### src/rtl/ads_init_sequencer.sv
// Frame-level command sequencer for the ADS131A0x SPI link: walks the power-up
// handshake, verifies each echoed word, then serves a single user command port.
module ads_init_sequencer #(
  parameter int WORD_BITS = 32,
  parameter int MAX_RETRY = 15
) (
  input  logic                 SPI_SCLK_Temp,
  input  logic                 reset_n,
  input  logic                 cs_n,
  input  logic                 miso_bit,
  output logic                 mosi_bit,
  input  logic                 user_req,
  input  logic [15:0]          user_cmd,
  output logic                 user_ack,
  output logic [15:0]          user_rsp,
  output logic                 user_rsp_valid,
  output logic [WORD_BITS-1:0] rsp_word,
  output logic                 rsp_valid,
  output logic                 init_done,
  output logic                 init_error,
  output logic [3:0]           seq_state,
  output logic [7:0]           retry_count
);
  localparam int CNT_W = $clog2(WORD_BITS);
  localparam int PAD_W = WORD_BITS - 16;
  localparam logic [7:0] RETRY_LIM = 8'(MAX_RETRY);
  localparam logic [CNT_W-1:0] LAST_BIT = CNT_W'(WORD_BITS - 1);

  typedef enum logic [3:0] {
    SYNC_CMD = 4'd0, SYNC_VFY = 4'd1,
    UNL_CMD  = 4'd2, UNL_VFY  = 4'd3,
    ENA_CMD  = 4'd4, ENA_VFY  = 4'd5,
    WAK_CMD  = 4'd6, WAK_VFY  = 4'd7,
    LCK_CMD  = 4'd8, LCK_VFY  = 4'd9,
    RUN      = 4'd10, ERROR   = 4'd11
  } state_t;

  state_t state, state_nxt, pass_st, fail_st;
  logic [CNT_W-1:0]     bit_cnt;
  logic [WORD_BITS-1:0] tx_sr, cur_cmd, cmd_nxt, resp_full;
  logic [WORD_BITS-2:0] rx_sr;
  logic [7:0]           retry_nxt;
  logic                 frame_end, vfy, accept, done_set, err_set, rsp_pend;

  function automatic logic [15:0] step_cmd(input state_t st);
    case (st)
      UNL_CMD: step_cmd = 16'h0655;
      ENA_CMD: step_cmd = 16'h4F0F;
      WAK_CMD: step_cmd = 16'h0033;
      LCK_CMD: step_cmd = 16'h0555;
      default: step_cmd = 16'h0000;
    endcase
  endfunction

  function automatic logic [15:0] step_echo(input state_t st);
    case (st)
      SYNC_VFY: step_echo = 16'hFF04;
      UNL_VFY:  step_echo = 16'h0655;
      ENA_VFY:  step_echo = 16'h2F0F;
      WAK_VFY:  step_echo = 16'h0033;
      LCK_VFY:  step_echo = 16'h0555;
      default:  step_echo = 16'h0000;
    endcase
  endfunction

  function automatic logic [7:0] sat_inc(input logic [7:0] v);
    sat_inc = (v == 8'hFF) ? v : v + 8'd1;
  endfunction

  assign frame_end = !cs_n && (bit_cnt == LAST_BIT);
  assign resp_full = {rx_sr, miso_bit};
  assign mosi_bit  = tx_sr[WORD_BITS-1];
  assign seq_state = state;

  always_comb begin
    state_nxt = state;
    pass_st   = state;
    fail_st   = state;
    retry_nxt = retry_count;
    vfy       = 1'b0;
    accept    = 1'b0;
    done_set  = 1'b0;
    err_set   = 1'b0;
    case (state)
      SYNC_CMD: state_nxt = SYNC_VFY;
      UNL_CMD:  state_nxt = UNL_VFY;
      ENA_CMD:  state_nxt = ENA_VFY;
      WAK_CMD:  state_nxt = WAK_VFY;
      LCK_CMD:  state_nxt = LCK_VFY;
      SYNC_VFY: begin vfy = 1'b1; pass_st = UNL_CMD; fail_st = SYNC_CMD; end
      UNL_VFY:  begin vfy = 1'b1; pass_st = ENA_CMD; fail_st = UNL_CMD;  end
      ENA_VFY:  begin vfy = 1'b1; pass_st = WAK_CMD; fail_st = ENA_CMD;  end
      WAK_VFY:  begin vfy = 1'b1; pass_st = LCK_CMD; fail_st = WAK_CMD;  end
      LCK_VFY:  begin vfy = 1'b1; pass_st = RUN;     fail_st = LCK_CMD;  end
      RUN:      accept = user_req;
      default:  ;
    endcase
    if (vfy) begin
      if (resp_full[WORD_BITS-1 -: 16] == step_echo(state)) begin
        state_nxt = pass_st;
        retry_nxt = 8'd0;
        done_set  = (pass_st == RUN);
      end else if (retry_count < RETRY_LIM) begin
        state_nxt = fail_st;
        retry_nxt = sat_inc(retry_count);
      end else begin
        state_nxt = ERROR;
        err_set   = 1'b1;
      end
    end
    cmd_nxt = accept ? {user_cmd, {PAD_W{1'b0}}} : {step_cmd(state_nxt), {PAD_W{1'b0}}};
  end

  // cur_cmd remembers the word loaded at the last frame end so an aborted frame re-sends it
  always_ff @(posedge SPI_SCLK_Temp) begin
    if (!reset_n) begin
      state          <= SYNC_CMD;
      bit_cnt        <= '0;
      tx_sr          <= '0;
      cur_cmd        <= '0;
      rx_sr          <= '0;
      rsp_word       <= '0;
      rsp_valid      <= 1'b0;
      user_ack       <= 1'b0;
      user_rsp       <= 16'h0000;
      user_rsp_valid <= 1'b0;
      init_done      <= 1'b0;
      init_error     <= 1'b0;
      retry_count    <= 8'd0;
      rsp_pend       <= 1'b0;
    end else begin
      rsp_valid      <= 1'b0;
      user_ack       <= 1'b0;
      user_rsp_valid <= 1'b0;
      if (cs_n) begin
        bit_cnt <= '0;
        tx_sr   <= cur_cmd;
      end else if (frame_end) begin
        bit_cnt     <= '0;
        rsp_word    <= resp_full;
        rsp_valid   <= 1'b1;
        tx_sr       <= cmd_nxt;
        cur_cmd     <= cmd_nxt;
        state       <= state_nxt;
        retry_count <= retry_nxt;
        if (done_set) init_done  <= 1'b1;
        if (err_set)  init_error <= 1'b1;
        if (rsp_pend) begin
          user_rsp       <= resp_full[WORD_BITS-1 -: 16];
          user_rsp_valid <= 1'b1;
        end
        rsp_pend <= accept;
        user_ack <= accept;
      end else begin
        bit_cnt <= bit_cnt + 1'b1;
        tx_sr   <= {tx_sr[WORD_BITS-2:0], 1'b0};
        rx_sr   <= {rx_sr[WORD_BITS-3:0], miso_bit};
      end
    end
  end
endmodule

### config.mk
export PLATFORM = sky130hd
export DESIGN_NAME = ads_init_sequencer
export DESIGN_NICKNAME = d
export VERILOG_FILES = /design/src/rtl/ads_init_sequencer.sv
export SDC_FILE = /design/constraint.sdc
export NUM_CORES = 1
export LEC_CHECK = 0
export CORE_MARGIN = 2
export CORE_UTILIZATION = 30
export CTS_BUF_LIST = sky130_fd_sc_hd__clkbuf_4 sky130_fd_sc_hd__clkbuf_8
export DETAILED_ROUTE_END_ITERATION = 8
export SLEW_MARGIN = 10
export SYNTH_ARGS = -nofsm -noshare
export SYNTH_HDL_FRONTEND = slang
export SYNTH_SLANG_ARGS = --single-unit
### constraint.sdc
create_clock -name SPI_SCLK_Temp -period 4.2 [get_ports SPI_SCLK_Temp]
set_clock_uncertainty 0.1 [all_clocks]
set_input_delay 0.84 -clock SPI_SCLK_Temp [delete_from_list [all_inputs] [get_ports SPI_SCLK_Temp]]
set_output_delay 0.84 -clock SPI_SCLK_Temp [all_outputs]
set_load 0.005 [all_outputs]
* Yosys cells after proc, flatten, opt, wreduce, memory -nomap -nowiden *
Index checks and enable logic that the tools add are counted.

cells by class
  multiplexer cells = 24
  reductions and logical operators = 14
  bitwise operators = 3
  $add $sub $neg = 2
  magnitude comparators = 1
  eq/ne operators = 19

operators by type and width
  kind                 count
  $mux 32              3
  $pmux 16 s5          1
  $pmux 15 s4          1
  $pmux 4 s5           3
  $eq 4x3->1 const B   6
  $mux 8               3
  $eq 4x4->1 const B   5
  $eq 16x16->1         1
  $mux 16              1
  $eq 4x2->1 const B   3
  $mux 4               3
  $mux 1               9
  $reduce_and 3->1     3
  $add 8x1->8 const B  1
  $eq 8x8->1 const B   1
  $lt 8x4->1 const B   1
  $reduce_or 3->1      2
  $add 5x1->5 const B  1
  $eq 5x5->1 const B   1
  $reduce_and 5->1     1
  $reduce_or 5->1      1
  $eq 4x1->1 const B   1
  $logic_not 4->1      1
  $reduce_and 2->1     2
  6 further kinds      8

storage, ports and cells
  flip-flop bits (word level) = 166
  input bits = 21

* Depth between registers and ports, before layout *
Gate-level depths: netlist of run 1.

  depth in word-level cells = 12
  depth in mapped cells = 12
  mapped depth without buffers = 10

* Least setup slack after synthesis of run 1 *
Ideal clock, no wire load.

  kind = reg-to-reg
  start = register state[1] (netlist: seq_state[1])
  end = register tx_sr[19]
  clock period less this slack = 2,951 ps
  setup slack = 1,249 ps
  path buffers = 2
  arrival time = 2,719 ps
  setup time = 132 ps
  cell stages (with the launch flop) = 12
  cells stage by stage = dfxtp_1 > buf_4 > nor4b_4 > and4_1 > o22ai_1 > or4_4 > or2_1 > buf_6 > a211o_1 > nor3b_4 > a221oi_1 > a21oi_1

between the ends
  cells in the longest elaborated chain, start to end = 11

RTL lines
  item                                      line    RTL
  from (decl)                               38      state_t state, state_nxt, pass_st, fail_st;
  from (signal assigned)                    144     state <= state_nxt;
  $eq 4x4->1, or another cell as far along  56, 84
  $pmux 16 s5                               56      case (st)
  $mux 16                                   98      if (vfy) begin
  $eq 16x16->1                              99      if (resp_full[WORD_BITS-1 -: 16] == step_echo(state)) begin
  $mux 4                                    99
  $mux 4                                    98
  $eq 4x4->1, or another cell as far along  46      case (st)
  $pmux 15 s4                               46
  $mux 32 (*)                               111     cmd_nxt = accept ? {user_cmd, {PAD_W{1'b0}}} : {step_cmd(state_nxt), {PAD_W{1'b0}}};
  $mux 32 (*)                               138     end else if (frame_end) begin
  $mux 32 (*)                               135     if (cs_n) begin
  to (signal assigned)                      137     tx_sr <= cur_cmd;
  to (signal assigned)                      142     tx_sr <= cmd_nxt;
  to (signal assigned)                      156     tx_sr <= {tx_sr[WORD_BITS-2:0], 1'b0};
  to (decl)                                 40      logic [WORD_BITS-1:0] tx_sr, cur_cmd, cmd_nxt, resp_full;

Every way passes the cells marked *; elsewhere a longest branch is shown, timed or not. The select of a mux whose other input is x is not followed.
A chain may end at the register's enable or synchronous reset.

* Final worst setup path of run 1 *
  start = register state[3] (netlist: seq_state[3])
  end = register tx_sr[20]

Same word-level chain as after synthesis.

==> impl_metrics.json, run 1 <==
{
  "status": "complete, no violations",
  "relSlewSlack_pct": 54.7,
  "dr.pass1.iters": 4,
  "synth_cells": 670,
  "final_cell_mix": "nand2_1, dfxtp_1, a21oi_1",
  "grt_pass1_wl_um": 23400,
  "final_common_cell": "nand2_1",
  "finalNetCount": 762,
  "r2r_start": "seq_state[3]$_SDFFE_PN0P_",
  "topRoutingLayerUsed": "met4",
  "ys_seq_area_share_pct": 50.2,
  "n_antenna_cell": 0,
  "setup_violations": 0,
  "holdBufCountCts": 0,
  "drc": 0,
  "grt-ovfl-total": 0,
  "crit_required_ps": 4420,
  "synth-edff-count": 0,
  "reg2regPathDepth": 9,
  "boundaryPins": 87,
  "synth-async-reset-ratio_pct": 0,
  "leakagePower_nw": 2.25,
  "fillers": 1799,
  "cts_buffer_depth": 2,
  "fmax_ghz": 0.274,
  "core_area_um2": 17400,
  "p_sw_w": 0.000563,
  "wl_um": 14400,
  "htreeDepth": 4,
  "power.share.clock_pct": 44.7,
  "final_max_slew_viol_count": 0,
  "grt_pass1_vias": 4490,
  "rsz0062_at_grt": "false",
  "hp-class": "reg -> reg",
  "cts_tree": "yes",
  "post-cts-setup-buffer-count": 0,
  "cts.sinks": 134,
  "worst_slew_pin_slew_ps": 678,
  "antenna_found_initial": 0,
  "ys.flop_type": "dfxtp_1",
  "routed_via_density": 4.84,
  "switching_share_pct": 22.9,
  "crit_fanout": 20,
  "start_util_pct": 30.8,
  "m1WireLength_um": 7050,
  "critPathCaptureType": "flop",
  "drive_gt1_share_pct": 8.12,
  "clk_latency_ps": 450,
  "die_h_um": 137,
  "clk_pin_slew_ps": 80,
  "yosys_warnings": 0,
  "detailedPlace.worstSlack_ps": 591,
  "syn_area_per_cell_um2": 7.97,
  "rr_endpoint": "tx_sr[20]$_SDFF_PN0_",
  "die-area_um2": 18900,
  "syn-num-nets": 694,
  "drv_cap": 0,
  "combinationalPowerShare_pct": 3.2,
  "port_buffers": 86,
  "track_usage_pct": 16.0,
  "cts_resized": 0,
  "wl_met2_um": 6550,
  "grt_max_degree": 52,
  "worstSetupPathType": "reg -> reg",
  "post-route-period-util_pct": 87.0,
  "holdPathStages": 1,
  "drt_iter0_drc": 217,
  "dr_wl_met3_um": 611,
  "p_per_area_nw_per_um2": 361,
  "seqPwrFrac_pct": 52.1,
  "root_buffer": "clkbuf_8",
  "crit_path_start_kind": "flop",
  "synth_cell_types": 54,
  "vias": 4722,
  "arrival_ps": 3880,
  "rows": 48,
  "area_growth_pct": 27.4,
  "die_w_um": 137,
  "tns_ps": 0,
  "dpl.hpwl_um": 9140,
  "ant_nets": 0,
  "period_minus_slack_ps": 3650,
  "cts_inserted_buffers": 17,
  "wl_per_cell_um": 14.8,
  "setup_ws_ps": 545,
  "internal_power_w": 0.00190,
  "synth_area_um2": 5340,
  "reg2reg_slack_ps": 550,
  "hp-start": "bit_cnt[0]$_SDFF_PP0_",
  "ys_seq_elements": 134,
  "gp_congestion": 0.843,
  "ir_drop_mv": 0.196,
  "holdPathEnd": "bit_cnt[0]$_SDFF_PP0_",
  "finalHoldViolations": 0
}
routing by layer:
layer / track usage, % / up-vias
met1: 21.6 / 2200
met4: 6.47 / 0
met2: 24.5 / 95
met3: 4.08 / 18
li1: - / 2409
met5: 0 / -
Yosys cell counts, types with 3 or more instances:
master    number  share of area (%)
nor2_1        39                2.7
and3_1        10                1.2
nand2b_1       5               0.59
a31oi_1        7               0.82
xnor2_1        4               0.66
a311oi_1       3               0.49
dfxtp_1      134                 50
ha_1           3               0.70
a21oi_1      108                 10
o21ai_0       17                1.6
a211oi_1       7               0.98
nand2_1      193                 14
clkbuf_1      43                3.0
inv_1          6               0.42
a221oi_1       6               0.98
xor2_1         6               0.98
nand3_1       10               0.94
nor3_1        15                1.4
nor4_1         6               0.70
buf_2          5               0.47
cell type report:
| class | count | area (µm²) | area share, % |
|---|---|---|---|
| flip-flops and latches | 134 | 2680 | 39.4 |
| multi-input cells | 478 | 2440 | 35.8 |
| repair buffers | 100 | 966 | 14.2 |
| clock buffers | 22 | 290 | 4.27 |
| well taps | 225 | 282 | 4.14 |
| clock inverters | 10 | 120 | 1.77 |
| inverters | 7 | 27.5 | 0.404 |
through the flow:
stage | hold slack, ps | total power [W] | cell area (µm²) | util, % | instances
CTS | 352 | 0.00249 | 6810 | 39.2 | 976
finish | 348 | 0.00246 | 6810 | 39.2 | 976
global route | 377 | 0.00255 | 6810 | 39.2 | 976
global placement | 335 | 0.00139 | 6390 | 36.8 | 944
floorplan | 318 | 0.00135 | 5340 | - | 670
detailed placement | 340 | 0.00139 | 6390 | 36.8 | 944
logic make-up (layout without fill, tap and decap cells):
kind of cell               Yosys count  after routing  share of synthesized area (%)
and+or+nand+nor                    292            292                           23.7
AOI/OAI and AO/OA                  171            171                           18.9
DFF                                134            134                           50.2
buffers and inverters               58            139                           4.47
xor gates and xnor gates            10             10                           1.64
adders and majority gates            3              3                          0.703
muxes                                2              2                          0.375
worst max-delay path, stage by stage (launching register included):
cell,delay [ps]
dfxtp_1,760
o21ai_1,300
a311oi_1,340
a41oi_1,70
or4_4,570
or2_1,420
a221oi_4,470
nor3_1,140
a211oi_1,260
a21oi_1,100
power by group through the flow:
stage                     registers (W)  logic [W]  clock network [W]
after floorplan                 0.00131  0.0000411                  0
after global placement          0.00131  0.0000802                  0
after detailed placement        0.00131  0.0000795                  0
after CTS                       0.00128  0.0000800            0.00113
after global routing            0.00128  0.0000878            0.00119
final                           0.00128  0.0000797            0.00110
state kept, by name, summed over array words and instances, names as in the netlist, 4 cells and up:
| register | cells |
|---|---|
| bit_cnt | 5 |
| cur_cmd | 16 |
| retry_count | 8 |
| rsp_word | 32 |
| rx_sr | 31 |
| seq_state | 4 |
| tx_sr | 16 |
| user_rsp | 16 |
worst max-delay path by stage:
stage	startpoint	end	slack, ps	depth (start not counted)
6_report	seq_state[3]$_SDFFE_PN0P_	tx_sr[20]$_SDFF_PN0_	550	9
5_1_grt	seq_state[3]$_SDFFE_PN0P_	tx_sr[19]$_SDFF_PN0_	220	9
4_1_cts	seq_state[3]$_SDFFE_PN0P_	tx_sr[19]$_SDFF_PN0_	580	9
3_5_place_dp	seq_state[3]$_SDFFE_PN0P_	tx_sr[20]$_SDFF_PN0_	590	9
3_3_place_gp	seq_state[3]$_SDFFE_PN0P_	tx_sr[30]$_SDFF_PN0_	680	9
2_1_floorplan	seq_state[1]$_SDFFE_PN0P_	tx_sr[19]$_SDFF_PN0_	1250	11
No activity file was read; power rests on OpenSTA's default activity.
==> run 2, diff against run 1 <==
==> constraint.sdc (replaced) <==
create_clock -name SPI_SCLK_Temp -period 4.6 [get_ports SPI_SCLK_Temp]
set_clock_uncertainty 0.1 [all_clocks]
set_input_delay 0.92 -clock SPI_SCLK_Temp [delete_from_list [all_inputs] [get_ports SPI_SCLK_Temp]]
set_output_delay 0.92 -clock SPI_SCLK_Temp [all_outputs]
set_load 0.005 [all_outputs]
==> run 2 against run 1 <==
Sequential power decreased by 9%. Utilization about the same. Largest power group unchanged. Fmax decreased by 2.5%. Non-clock buffer count decreased by 1. Die area unchanged. Largest cell class unchanged. First-iteration DRC count increased by 45%. Hold slack improved by 2.9 ps. Sequential share of layout area about the same. Critical path type unchanged. Global-route usage decreased by 0.46 points. Final cell count decreased by 0.10%. Power decreased by 8.6%.
==> impl_metrics.json, run 2 (synthesis results as in run 1) <==
{
  "rsz0062_at_grt": "false",
  "ir_drop_mv": 0.183,
  "largest_register_ff_count": 32,
  "vias": 4806,
  "post-cts-setup-buffer-count": 0,
  "clk_pin_slew_ps": 80,
  "worstSetupPathType": "reg -> reg",
  "holdPathStages": 1,
  "grt_max_degree": 76,
  "relSlewSlack_pct": 45.7,
  "die_h_um": 137,
  "clk_latency_ps": 440,
  "die-area_um2": 18900,
  "final_common_cell": "nand2_1",
  "crit_path_start_kind": "flop",
  "critPathSlowestCell": "dfxtp_1",
  "post-route-period-util_pct": 81.5,
  "grt_pass1_vias": 4262,
  "cts_resized": 0,
  "htreeDepth": 4,
  "rr_endpoint": "tx_sr[18]$_SDFF_PN0_",
  "cpLargestDelayFamily": "simple AND/OR/NAND/NOR gates",
  "drv_cap": 0,
  "dp.cells": 943,
  "critPathCaptureType": "flop",
  "cts_buffer_depth": 2,
  "wl_um": 14500,
  "timing.hold.ws_ps": 351,
  "fmax_ghz": 0.267,
  "hp-class": "reg -> reg",
  "grt-ovfl-total": 0,
  "dpl.hpwl_um": 9190,
  "finalNetCount": 761,
  "worst_slew_pin_slew_ps": 815,
  "seq_area_um2": 2680,
  "n_antenna_cell": 0,
  "core_area_um2": 17400,
  "tns_ps": 0,
  "area_growth_pct": 27.3,
  "start_util_pct": 30.8,
  "dr.pass1.iters": 4,
  "r2r_start": "seq_state[1]$_SDFFE_PN0P_",
  "top_register": "rsp_word",
  "setup_violations": 0,
  "status": "complete, no violations",
  "rows": 48,
  "drt_iter0_drc": 315,
  "finalHoldViolations": 0,
  "track_usage_pct": 15.6,
  "hp-start": "bit_cnt[0]$_SDFF_PP0_",
  "p_per_area_nw_per_um2": 331,
  "arrival_ps": 4010,
  "crit_start": "seq_state[1]$_SDFFE_PN0P_",
  "path_cells": "o21ai_1, a311oi_1, a41oi_1, or4_4, or2_1, a21o_1, nor3b_4, nor2_2, a31oi_1",
  "drc": 0,
  "cts_tree": "yes",
  "cp.depth": 9,
  "ant_nets": 0,
  "antenna_found_initial": 0,
  "reg_top3": "rsp_word: 32 flops, rx_sr: 31 flops",
  "final_cells": 975,
  "crit_fanout": 19,
  "routed_via_density": 4.93,
  "reg2reg_slack_ps": 850,
  "boundaryPins": 87,
  "final_cell_mix": "nand2_1, dfxtp_1, a21oi_1",
  "crit_required_ps": 4860,
  "drive_gt1_share_pct": 8.00,
  "final_max_slew_viol_count": 0,
  "cts.sinks": 134,
  "slowest_delay_ps": 780,
  "gp_congestion": 0.838,
  "wl_per_cell_um": 14.9,
  "reg2regPathDepth": 9,
  "port_buffers": 86,
  "crit_buf_inv": 0,
  "crit_end": "tx_sr[18]$_SDFF_PN0_",
  "die_w_um": 137,
  "grt_pass1_wl_um": 22700,
  "fillers": 1775,
  "root_buffer": "clkbuf_8",
  "leakagePower_nw": 2.26,
  "holdBufCountCts": 0,
  "multi_input_area_um2": 2440,
  "period_minus_slack_ps": 3750,
  "cts_inserted_buffers": 17
}
==> run 2: changes by cell type in the layout (fill, tap and decap cells not counted) <==
cell,before,now
clkbuf_4,2,4
clkinvlp_4,5,2
buf_4,14,13
clkbuf_8,20,21
inv_6,1,0
clkinv_2,2,3
==> run 2: metal layers <==
layer / share of wire (%) / GRT usage (%) / vias up
met1: 48 / 21.6 / 2257
met4: 1.6 / 5.90 / 0
met2: 45 / 23.0 / 119
met5: 0 / 0 / -
li1: - / - / 2408
met3: 5.7 / 4.34 / 22
==> run 2: cell type report <==
cell class | instances | area share (%)
Clock buffer | 25 | 4.69
Clock inverter | 7 | 1.38
Inverter | 7 | 0.405
Multi-Input combinational cell | 478 | 35.8
Sequential cell | 134 | 39.4
Tap cell | 225 | 4.14
Timing Repair Buffer | 99 | 14.1
==> run 2: worst min-delay path by stage <==
stage,end
floorplan,bit_cnt[0]$_SDFF_PP0_
global placement,bit_cnt[0]$_SDFF_PP0_
detailed placement,bit_cnt[0]$_SDFF_PP0_
CTS,bit_cnt[0]$_SDFF_PP0_
global route,cur_cmd[23]$_SDFFE_PN0P_
finish,bit_cnt[0]$_SDFF_PP0_
==> run 2: per-stage QoR <==
stage / total power (W) / cell area [µm²] / setup slack (ps) / util, %
2_1_floorplan: 0.00123 / 5340 / 1650 / -
3_3_place_gp: 0.00127 / 6390 / 1050 / 36.8
3_5_place_dp: 0.00127 / 6390 / 947 / 36.8
4_1_cts: 0.00228 / 6800 / 891 / 39.2
5_1_grt: 0.00234 / 6800 / 663 / 39.2
6_report: 0.00225 / 6800 / 851 / 39.2
==> run 2: report_power, final <==
| group | total (W) | internal, W | leakage [nW] | switching [W] |
|---|---|---|---|---|
| Clock | 0.00101 | 0.000563 | 0.210 | 0.000443 |
| Combinational | 0.0000730 | 0.0000279 | 0.967 | 0.0000452 |
| Sequential | 0.00117 | 0.00117 | 1.08 | 0.00000326 |
==> run 3, diff against run 2 <==
==> constraint.sdc (replaced) <==
create_clock -name SPI_SCLK_Temp -period 3.1 [get_ports SPI_SCLK_Temp]
set_clock_uncertainty 0.1 [all_clocks]
set_input_delay 0.62 -clock SPI_SCLK_Temp [delete_from_list [all_inputs] [get_ports SPI_SCLK_Temp]]
set_output_delay 0.62 -clock SPI_SCLK_Temp [all_outputs]
set_load 0.005 [all_outputs]
==> run 3 against run 2 <==
Power grew 49%. Utilization grew 2.0 points. Die area stayed put. Fmax is 25% higher. First-iteration DRC count down 8.3%. Critical path depth rose by 2. Via count increased by 2.6%. Non-clock buffer count grew 32. Worst setup slack lost 750 ps. Largest cell class unchanged.
==> impl_metrics.json, run 3 (synthesis results as in run 1) <==
{
  "clk_pin_slew_ps": 80,
  "post-route-period-util_pct": 96.7,
  "final_cells": 1006,
  "routed_via_density": 4.90,
  "crit_buf_inv": 2,
  "arrival_ps": 3240,
  "htreeDepth": 4,
  "drive_gt1_share_pct": 13.6,
  "internal_power_w": 0.00262,
  "utilization_pct": 41.1,
  "final_max_slew_viol_count": 0,
  "wl_per_cell_um": 14.9,
  "cts_tree": "yes",
  "rows": 48,
  "post-cts-setup-buffer-count": 0,
  "core_area_um2": 17400,
  "worst_slew_pin_slew_ps": 636,
  "boundaryPins": 87,
  "grt_pass1_wl_um": 23900,
  "crit_required_ps": 3340,
  "antenna_found_initial": 0,
  "path_cells": "buf_12, nor4b_4, and4_1, o22ai_1, or4_4, or2_4, a211o_1, nor3b_4, buf_4, a221oi_1, nor2_1",
  "ant_nets": 0,
  "hp-class": "reg -> reg",
  "top_register": "rsp_word",
  "combinationalPowerShare_pct": 3.4,
  "clk_latency_ps": 450,
  "fillers": 1738,
  "port_buffers": 86,
  "drv_cap": 0,
  "start_util_pct": 30.8,
  "rsz0062_at_grt": "true",
  "place_area_um2": 6650,
  "seqPwrFrac_pct": 51.7,
  "gp_congestion": 0.863,
  "worstSetupPathType": "reg -> reg",
  "die_h_um": 137,
  "power.share.clock_pct": 44.9,
  "drt_iter0_drc": 289,
  "total_power_w": 0.00336,
  "p_sw_w": 0.000738,
  "period_minus_slack_ps": 3000,
  "finalNetCount": 793,
  "dr.pass1.iters": 5,
  "detailedPlace.worstSlack_ps": -3.59,
  "p_per_area_nw_per_um2": 471,
  "cts_buffer_depth": 2,
  "vias": 4930,
  "root_buffer": "clkbuf_8",
  "area_growth_pct": 33.7,
  "cts.sinks": 134,
  "holdBufCountCts": 0,
  "critPathSlowestCell": "or4_4",
  "grt-ovfl-total": 0,
  "setup_ws_ps": 103,
  "grt_pass1_vias": 4643,
  "switching_share_pct": 22.0,
  "fmax_ghz": 0.334,
  "relSlewSlack_pct": 57.6,
  "dpl.hpwl_um": 9560,
  "critPathCaptureType": "flop",
  "drc": 0,
  "largest_register_ff_count": 32,
  "wl_um": 15000,
  "n_antenna_cell": 0,
  "finalInstanceArea_um2": 7140,
  "crit_fanout": 15,
  "slowest_delay_ps": 530,
  "die_w_um": 137,
  "die-area_um2": 18900,
  "crit_path_start_kind": "flop",
  "cpLargestDelayFamily": "simple AND/OR/NAND/NOR gates",
  "setup_violations": 0,
  "finalHoldViolations": 0,
  "status": "complete, no violations",
  "leakagePower_nw": 2.44,
  "ir_drop_mv": 0.256,
  "final_common_cell": "nand2_1",
  "grt_max_degree": 62,
  "cts_inserted_buffers": 17,
  "track_usage_pct": 16.4,
  "dp.cells": 975,
  "final_cell_mix": "nand2_1, dfxtp_1, a21oi_1",
  "reg_top3": "rsp_word: 32 flops, rx_sr: 31 flops"
}
## run 3: cell types whose count changed in the layout (fill, tap and decap cells not counted), sizes merged
| cell | change |
|---|---|
| clkinvlp | -1 |
| clkbuf | -3 |
| inv | +1 |
| buf | +32 |
| bufinv | +1 |
| clkinv | +1 |
## run 3: worst paths after layout
kind                                   from  slack (ps)  depth (start not counted)                  endpoint
setup / recovery  seq_state[3]$_SDFFE_PN0P_         100                         11  cur_cmd[30]$_SDFFE_PN0P_
hold / removal     cur_cmd[25]$_SDFFE_PN0P_         350                          2  cur_cmd[25]$_SDFFE_PN0P_
setup reg to reg  seq_state[3]$_SDFFE_PN0P_         100                         11  cur_cmd[30]$_SDFFE_PN0P_
hold reg to reg    cur_cmd[25]$_SDFFE_PN0P_         350                          2  cur_cmd[25]$_SDFFE_PN0P_
## run 3: routing by layer
layer	up-vias	global-route usage (%)	share of wire, %
met4	0	6.59	1.2
met2	131	25.9	47
li1	2475	-	-
met1	2310	21.3	46
met3	14	4.19	5.4
met5	-	0	0
## run 3: power groups by stage
stage / logic [W] / registers (W) / clock network [W]
finish: 0.000115 / 0.00174 / 0.00151
global route: 0.000125 / 0.00174 / 0.00162
CTS: 0.000115 / 0.00174 / 0.00155
detailed placement: 0.000114 / 0.00178 / 0
global placement: 0.000114 / 0.00178 / 0
floorplan: 0.0000556 / 0.00177 / 0
## run 3: layout make-up
| class | instances | area (µm²) | share of cell area, % |
|---|---|---|---|
| sequential | 134 | 2690 | 37.6 |
| clock inverter | 9 | 126 | 1.77 |
| inverter | 7 | 27.5 | 0.385 |
| multi-input combinational | 478 | 2510 | 35.2 |
| clock buffer | 22 | 278 | 3.89 |
| timing repair buffer | 131 | 1230 | 17.2 |
| tap | 225 | 282 | 3.94 |
## run 3: worst register-to-register path, delay by kind of cell (launching register included)
kind,cells,cell delay [ps]
and+or+nand+nor,6,1540
DFF,1,340
AOI/OAI and AO/OA,3,610
buffers and inverters,2,310
## run 3: timing repair
action | in CTS | in global routing
resized for setup | 4 | 14
setup endpoints to repair | 4 | 22
pin swaps | 0 | 2
gates cloned | 0 | 0
## run 3: stage by stage
stage	hold WS, ps	TNS (ps)
floorplan	318	0
global placement	336	0
detailed placement	340	-3.59
CTS	350	0
global route	370	-170
finish	349	0
